## config.mk

```make
export PLATFORM = sky130hd
export DESIGN_NAME = decode_block
export DESIGN_NICKNAME = d
export VERILOG_FILES = /design/src/rtl/decode_block.sv
export SDC_FILE = /design/constraint.sdc
export NUM_CORES = 1
export LEC_CHECK = 0
export ABC_AREA = 1
export ABC_CLOCK_PERIOD_IN_PS = 2900
export BUFFER_PORTS_ARGS = -buffer_cell sky130_fd_sc_hd__clkbuf_2
export CAP_MARGIN = 20
export CORE_UTILIZATION = 60
export DETAILED_ROUTE_END_ITERATION = 8
export PLACE_DENSITY_LB_ADDON = 0.08
export SLEW_MARGIN = 10
export SYNTH_ARGS = -nofsm -noshare
export SYNTH_HDL_FRONTEND = slang
export SYNTH_SLANG_ARGS = --single-unit
```

## constraint.sdc

```tcl
create_clock -name clk -period 2.9 [get_ports clk]
set_input_delay 0.725 -clock clk [delete_from_list [all_inputs] [get_ports clk]]
set_output_delay 0.725 -clock clk [all_outputs]
set_load 0.01 [all_outputs]
```

## src/rtl/decode_block.sv

```systemverilog
// Instruction decode stage: register file with write-back bypass, pending-write
// scoreboard, hazard stall, jump/branch resolution and halt handling.
module decode_block (
  input  logic        clk,
  input  logic        reset,
  input  logic [31:0] instr,
  input  logic        instr_valid,
  output logic        instr_ready,
  input  logic        wb_en,
  input  logic [3:0]  wb_addr,
  input  logic [15:0] wb_data,
  input  logic        flag_we,
  input  logic [1:0]  flag_in,
  input  logic [15:0] io_data,
  input  logic [15:0] ret_addr,
  output logic [5:0]  op_dec,
  output logic [15:0] A,
  output logic [15:0] B,
  output logic [15:0] data_in,
  output logic [3:0]  dest_dec,
  output logic        wr_dec,
  output logic        dec_valid,
  output logic        pc_load,
  output logic [15:0] pc_target,
  output logic        halted,
  output logic        illegal_op
);

  // state   | meaning
  // RUN     | decoding, accepting instructions when operands are available
  // STALL   | current instruction waits on a pending source register
  // BR_WAIT | conditional jump waits for scoreboard to drain and flags to settle
  // HALT    | HLT seen; only reset leaves this state
  typedef enum logic [1:0] {RUN, STALL, BR_WAIT, HALT} state_t;

  state_t state, state_next;

  logic [15:0] rf [16];
  logic [15:0] pend, pend_next;
  logic [1:0]  flag;
  logic [1:0]  br_op;
  logic [15:0] br_imm;

  logic [5:0]  op;
  logic [3:0]  rd, rs, rt;
  logic [15:0] imm;

  assign op  = instr[31:26];
  assign rd  = instr[25:22];
  assign rs  = instr[21:18];
  assign rt  = instr[17:14];
  assign imm = instr[15:0];

  logic legal, reads_rs, reads_rt, writes, is_jmp, is_ret, is_cj, is_hlt;
  logic [1:0] di_sel;  // 0: zero, 1: imm, 2: io_data

  always_comb begin
    legal    = 1'b1;
    reads_rs = 1'b0;
    reads_rt = 1'b0;
    writes   = 1'b0;
    is_jmp   = 1'b0;
    is_ret   = 1'b0;
    is_cj    = 1'b0;
    is_hlt   = 1'b0;
    di_sel   = 2'd0;
    case (op)
      6'h00, 6'h01, 6'h04, 6'h05, 6'h06: begin
        reads_rs = 1'b1; reads_rt = 1'b1; writes = 1'b1;
      end
      6'h02, 6'h07: begin reads_rt = 1'b1; writes = 1'b1; end
      6'h08, 6'h09, 6'h0c, 6'h0d, 6'h0e: begin
        reads_rs = 1'b1; writes = 1'b1; di_sel = 2'd1;
      end
      6'h0a, 6'h0f: begin writes = 1'b1; di_sel = 2'd1; end
      6'h10: is_ret = 1'b1;
      6'h11: is_hlt = 1'b1;
      6'h14: begin reads_rs = 1'b1; writes = 1'b1; end
      6'h15: begin reads_rs = 1'b1; reads_rt = 1'b1; end
      6'h16: begin writes = 1'b1; di_sel = 2'd2; end
      6'h17: reads_rs = 1'b1;
      6'h18: begin is_jmp = 1'b1; di_sel = 2'd1; end
      6'h19, 6'h1a, 6'h1b: begin
        reads_rs = 1'b1; reads_rt = 1'b1; writes = 1'b1;
      end
      6'h1c, 6'h1d, 6'h1e, 6'h1f: begin is_cj = 1'b1; di_sel = 2'd1; end
      default: legal = 1'b0;
    endcase
  end

  // A same-cycle write-back both forwards its data and unblocks a pending source.
  logic rs_byp, rt_byp, blocked;
  logic [15:0] a_rd, b_rd;

  assign rs_byp  = wb_en && (wb_addr == rs);
  assign rt_byp  = wb_en && (wb_addr == rt);
  assign a_rd    = rs_byp ? wb_data : rf[rs];
  assign b_rd    = rt_byp ? wb_data : rf[rt];
  assign blocked = (reads_rs && pend[rs] && !rs_byp) ||
                   (reads_rt && pend[rt] && !rt_byp);

  logic accept, br_leave, br_taken;

  always_ff @(posedge clk) begin
    if (reset) state <= RUN;
    else       state <= state_next;
  end

  always_comb begin
    state_next = state;
    case (state)
      RUN, STALL: begin
        if (accept) begin
          if (legal && is_hlt)     state_next = HALT;
          else if (legal && is_cj) state_next = BR_WAIT;
          else                     state_next = RUN;
        end else if (instr_valid && blocked) begin
          state_next = STALL;
        end else begin
          state_next = RUN;
        end
      end
      BR_WAIT: if (br_leave) state_next = RUN;
      HALT:    state_next = HALT;
      default: state_next = RUN;
    endcase
  end

  always_comb begin
    instr_ready = 1'b0;
    br_leave    = 1'b0;
    br_taken    = 1'b0;
    if (!reset && !pc_load && (state == RUN || state == STALL) && !blocked)
      instr_ready = 1'b1;
    if (state == BR_WAIT && pend == 16'h0000 && !flag_we)
      br_leave = 1'b1;
    case (br_op)
      2'd0: br_taken = flag[0];
      2'd1: br_taken = !flag[0];
      2'd2: br_taken = flag[1];
      default: br_taken = !flag[1];
    endcase
  end

  assign accept = instr_valid && instr_ready;

  // Set beats clear when an accepted writer and a write-back hit the same bit.
  always_comb begin
    pend_next = pend;
    if (wb_en) pend_next[wb_addr] = 1'b0;
    if (accept && legal && writes) pend_next[rd] = 1'b1;
  end

  always_ff @(posedge clk) begin
    if (reset) begin
      for (int i = 0; i < 16; i++) rf[i] <= 16'h0000;
      pend       <= 16'h0000;
      flag       <= 2'b00;
      br_op      <= 2'b00;
      br_imm     <= 16'h0000;
      op_dec     <= 6'h00;
      A          <= 16'h0000;
      B          <= 16'h0000;
      data_in    <= 16'h0000;
      dest_dec   <= 4'h0;
      wr_dec     <= 1'b0;
      dec_valid  <= 1'b0;
      pc_load    <= 1'b0;
      pc_target  <= 16'h0000;
      halted     <= 1'b0;
      illegal_op <= 1'b0;
    end else begin
      if (wb_en)   rf[wb_addr] <= wb_data;
      if (flag_we) flag <= flag_in;
      pend       <= pend_next;
      dec_valid  <= 1'b0;
      pc_load    <= 1'b0;
      illegal_op <= 1'b0;
      if (accept) begin
        if (!legal) begin
          illegal_op <= 1'b1;
        end else if (is_jmp || is_ret) begin
          pc_load   <= 1'b1;
          pc_target <= is_ret ? ret_addr : imm;
        end else if (is_cj) begin
          br_op  <= op[1:0];
          br_imm <= imm;
        end else begin
          dec_valid <= 1'b1;
          op_dec    <= op;
          A         <= a_rd;
          B         <= b_rd;
          data_in   <= (di_sel == 2'd1) ? imm : (di_sel == 2'd2) ? io_data : 16'h0000;
          dest_dec  <= rd;
          wr_dec    <= writes;
          if (is_hlt) halted <= 1'b1;
        end
      end
      if (br_leave && br_taken) begin
        pc_load   <= 1'b1;
        pc_target <= br_imm;
      end
    end
  end

endmodule

```

Word level (Yosys, flattened, before mapping)
Memories as Yosys holds them, arrays and structs flattened. A register that Yosys moved wholly into a read port is not among the register bits.
Cells that the tools add are included.
Storage, ports and cells
  bits in registers: 85
  RAM bits: 256
  bits of input ports: 91
  output and inout bits: 80
  memories: 1
Memory list
  rf: depth 16, bits a word 16, rd ports 2, clocked after Yosys merged registers in 2, wr ports 16, line 38  | logic [15:0] rf [16];
Cells by class
  $lt $le $gt $ge: 6
  equality and inequality tests: 37
  muxes and demuxes: 49
  bitwise operators: 7
  reductions and logical operators: 52
Operators by type and width (count)
  16-bit 2-to-1 mux: 10
  6-bit by 5-bit == test with 1-bit output (second input constant): 14
  6-bit by 4-bit == test with 1-bit output (second input constant): 7
  16-bit OR reduction: 2
  28-bit OR reduction: 1
  1-bit 2-to-1 mux: 27
  6-bit by 3-bit == test with 1-bit output (second input constant): 4
  1-bit logical AND: 20
  4-bit by 5-bit less-than comparator with 1-bit output (second input constant): 4
  19-bit OR reduction: 1
  16-bit AND: 1
  16-bit logical NOT: 1
  16-bit NOT: 1
  16-bit OR: 1
  12-bit OR reduction: 1
  11-bit OR reduction: 1
  1-bit binary-select mux with 4-bit select: 2
  1-bit demux with 4-bit select: 2
  2-bit == test (second input constant): 4
  4-bit == test: 2
  4-bit by 1-bit >= comparator with 1-bit output (second input constant): 2
  1-bit logical NOT: 8
  2-bit 2-to-1 mux: 4
  4-bit AND reduction: 2
  17 further kinds: 29

Logic depth before layout (Yosys ltp)
  depth after elaboration: 13
  mapped depth: 18
  gate-level depth less buffers: 16

Worst setup path after synthesis
No wires, ideal clock.
  path type: input to register
  start: in wb_en
  end: mem rf[0][0] (enable)
  setup time: 0.372 ns
  arrival time: 2.206 ns
  required time: 2.528 ns
  slack: 0.322 ns
  stages: 6
  buffers on the path: 2
  path through: inv_1 nor2_1 clkbuf_1 nand3_1 clkbuf_1 nand2_1
RTL lines
  start: declaration: line 9  | input logic wb_en,
  end: declaration: line 38

Worst setup path after layout
  start: in instr[16]
  end: out instr_ready
Between the ends
  word-level cells in the longest chain between the ends: 8
Ends and longest elaborated chain
  start: declaration: line 6  | input logic [31:0] instr,
  1-bit binary-select mux with 4-bit select or 4-bit == test (tied branches): line 100, 96
  1-bit 2-to-1 mux (not written as such) or 1-bit logical AND (tied branches): line 100, 96
  1-bit logical AND or 1-bit logical NOT (tied branches): line 100  | (reads_rt && pend[rt] && !rt_byp);
  1-bit logical AND (*): line 100
  1-bit logical OR (*): line 99  | assign blocked = (reads_rs && pend[rs] && !rs_byp) ||
  1-bit logical NOT (*): line 133  | if (!reset && !pc_load && (state == RUN || state == STALL) && !blocked)
  1-bit logical AND (*): line 133
  1-bit 2-to-1 mux (*): line 133
  end: declaration: line 8  | output logic instr_ready,
Every way passes the cells marked *; elsewhere a longest branch is shown, timed or not. The select of a mux whose other input is x is not followed.

==> flow_summary_export.csv <==
group,metric,value,unit
run_status,status,"finished, final reports clean",
synthesis,yosys_warnings,0,
global_routing,use_met2,61.1,%
sta,whs,0.406,ns
sta,timing.final.max_slew_violations,0,
final_layout,final_common_cell,"nor2_1",
placed_design,dp_hpwl,45400,um
global_routing,top_usage_layer,"met2",
cts,clkSinkCount,373,
cts,clk_latency,0.55,ns
cts,clk_pin_slew_worst_paths,0.06,ns
floorplanning,start_util,60.9,%
setup_path,r2r_setup_slack,0.72,ns
final_layout,seq_area,0.0100,mm2
synthesis,async_reset_ff_share,0,%
run,cap_violations,0,
placed_design,io_buffers,170,
cts,tritoncts,"yes",
synthesis,synthFlopType,"edfxtp_1",
synthesis,syn_area,0.0198,mm2
cts,postCtsSetupBuffers,0,
sta,skew,0.0170,ns
sta,finalWorstSetupSlack,0.102,ns
sta,setup_viol,0,
final_layout,syn2layout_area_growth,16.0,%
route,drt_first_pass_iters,6,
power_and_ir_drop,irDropWorstVdd,561,uV
route,drt_wl_total,70600,um
setup_path,worstPathMaxFanout,54,
sta,worstMarginPinSlew,0.743,ns
global_routing,grt_pass1_vias,17857,
setup_path,start_kind,"input pin",
synthesis,ys_types,39,
final_layout,utilization,70.6,%
sta,fin_crit,2.80,ns
sta,max_freq,357,MHz
synthesis,synth_enable_flop_cells,256,
sta,rsz0062_at_grt,"false",
placed_design,gpl.final_weighted_congestion,0.973,
route,drt-initial-drc-count,2980,
setup_path,crit_required,2.17,ns
cts,h-tree-depth,2,
sta,setup_tns,0,ns
synthesis,avgSynthCellArea,7.97,um2
synthesis,ys_seq_area_share,50.8,%
power_and_ir_drop,leakagePower,0.00943,uW
setup_path,worstSetupEndpointType,"output port",
synthesis,syn_nets,2571,
route,drc,0,
cts,cts-buffers-inserted,41,
floorplanning,die_h,183,um
sta,hold_viol,0,
global_routing,grt_overflow,0,
setup_path,timing.rr.end,"pc_target[14]$_SDFFE_PP0P_",
setup_path,arrival,2.07,ns
global_routing,grt_pass1_wl,104000,um
route,wl_per_cell,22.8,um
cts,cts-root-buf,"clkbuf_16",
final_layout,multi_input_area,0.00819,mm2
final_layout,fillers,2629,
power_and_ir_drop,cellPowerDensity,580,mW/mm2
worst_hold_path,worstHoldPathType,"input pin to flip-flop",
global_routing,use_met3,10.5,%
final_layout,diodes,0,
synthesis,synth_seq_cells,373,
setup_path,r2r_cells,8,
global_routing,antenna_found_initial,1,
setup_path,crit_start,"instr[16]",
floorplanning,coreArea,0.0325,mm2
cts,clk_path_buf_depth,3,
global_routing,gr-usage-met1,56.8,%
route,num_vias,19440,
route,drtAntennaViolNets,0,
final_layout,mostFrequentLayoutCells,"nor2_1 (605), o21ai_0 (394), edfxtp_1 (256), nand2_1 (238)",
sta,fin_crit_sh,96.5,%
setup_path,worstSetupPathType,"input pin to output port",
setup_path,timing.rr.start,"pend[5]$_SDFF_PP0_",
floorplanning,rows,66,
global_routing,grt_max_degree,111,
sta,maxSlewHeadroom,50.4,%
final_layout,drive_above_1_share,15.9,%
floorplanning,top_level_ports,171,
final_layout,nets,2718,
synthesis,synthCells,2480,
setup_path,crit_end,"instr_ready",
floorplanning,dieWidth,183,um
placed_design,dp_slack,0.109,ns
route,via_per_inst,6.27,
global_routing,grt_usage,41.2,%
floorplanning,die_area,0.0337,mm2
synthesized netlist by cell type (7+ instances only):
cell type	instances	area share, %
nor2_1	606	12
inv_2	16	0.30
a31oi_1	25	0.79
o221ai_1	61	2.7
inv_1	169	3.2
a21oi_1	139	3.5
nand2_2	7	0.22
mux2_2	14	0.80
clkbuf_1	136	2.6
nand4_1	8	0.25
o211ai_1	16	0.61
a22oi_1	16	0.61
buf_1	10	0.19
o21ai_1	9	0.23
clkinv_1	8	0.15
o21ai_0	394	10
buf_2	35	0.89
nand2_1	238	4.5
nand3_1	141	3.6
dfxtp_1	117	12
edfxtp_1	256	39
o22ai_1	10	0.32
o22ai_2	8	0.51
metrics by stage:
step	total power, uW	area [um2]	instances
floorplan	7140	19800	2480
global placement	7850	21500	3026
detailed placement	7880	21500	3026
CTS	13200	22900	3101
global route	13600	22900	3101
finish	13300	22900	3101
power by group:
part	internal [uW]	switching (uW)	total [uW]
clock	3230	2190	5430
combinational	542	1240	1780
sequential	5950	130	6080
layer usage:
layer  routed length (um)  share of wire [%]
met1                26800                 38
met2                30400                 43
met3                10200                 14
met4                 3150                4.5
met5                   13              0.018
registers in the layout, summed over array words and instances (netlist names), named ones only:
register    cells
pc_load         1
data_in        16
illegal_op      1
dec_valid       1
rf            256
dest_dec        4
pc_target      16
halted          1
flag            2
br_op           2
br_imm         16
wr_dec          1
pend           16
op_dec          6
A              16
state           1
B              16
how the worst min path moves through the flow:
stage                     cells after the start                    to  slack, ns            startpoint
after floorplan                               2  flag[0]$_SDFFE_PP0P_       0.43  flag[0]$_SDFFE_PP0P_
after global placement                        2  flag[0]$_SDFFE_PP0P_       0.44  flag[0]$_SDFFE_PP0P_
after detailed placement                      2  flag[0]$_SDFFE_PP0P_       0.45  flag[0]$_SDFFE_PP0P_
after CTS                                     3  flag[1]$_SDFFE_PP0P_       0.40            flag_in[1]
after global routing                          3  flag[1]$_SDFFE_PP0P_       0.41            flag_in[1]
final                                         3  flag[1]$_SDFFE_PP0P_       0.41            flag_in[1]
repair_timing:
action,4_1_cts,5_1_grt
resized for setup,0,1
setup endpoints to repair,0,1
hold buffers,0,0
cell type report:
| class | instances | area share, % |
|---|---|---|
| well taps | 442 | 2.41 |
| flip-flops and latches | 373 | 43.7 |
| clock buffers | 53 | 5.15 |
| inverters | 194 | 3.19 |
| multi-input cells | 1722 | 35.7 |
| repair buffers | 295 | 8.84 |
| clock inverters | 22 | 0.961 |
logic make-up (layout without fill, tap and decap cells):
logic type | Yosys count | in the layout | share of synthesized area (%)
AO/OA/AOI/OAI | 680 | 680 | 19.3
XOR/XNOR | 4 | 4 | 0.177
buffers and inverters | 385 | 564 | 7.84
flip-flops | 373 | 373 | 50.8
multiplexers | 14 | 14 | 0.798
AND/OR/NAND/NOR | 1024 | 1024 | 21.1
worst max-delay path, cell delays in order:
cell and delay [ns]:
clkbuf_2 0.18, inv_2 0.12, buf_12 0.30, nand3_1 0.12
nand3_1 0.17, nand3_2 0.14, nand3_2 0.13, inv_1 0.06
clkbuf_2 0.12
No activity file was read; power rests on OpenSTA's default activity.
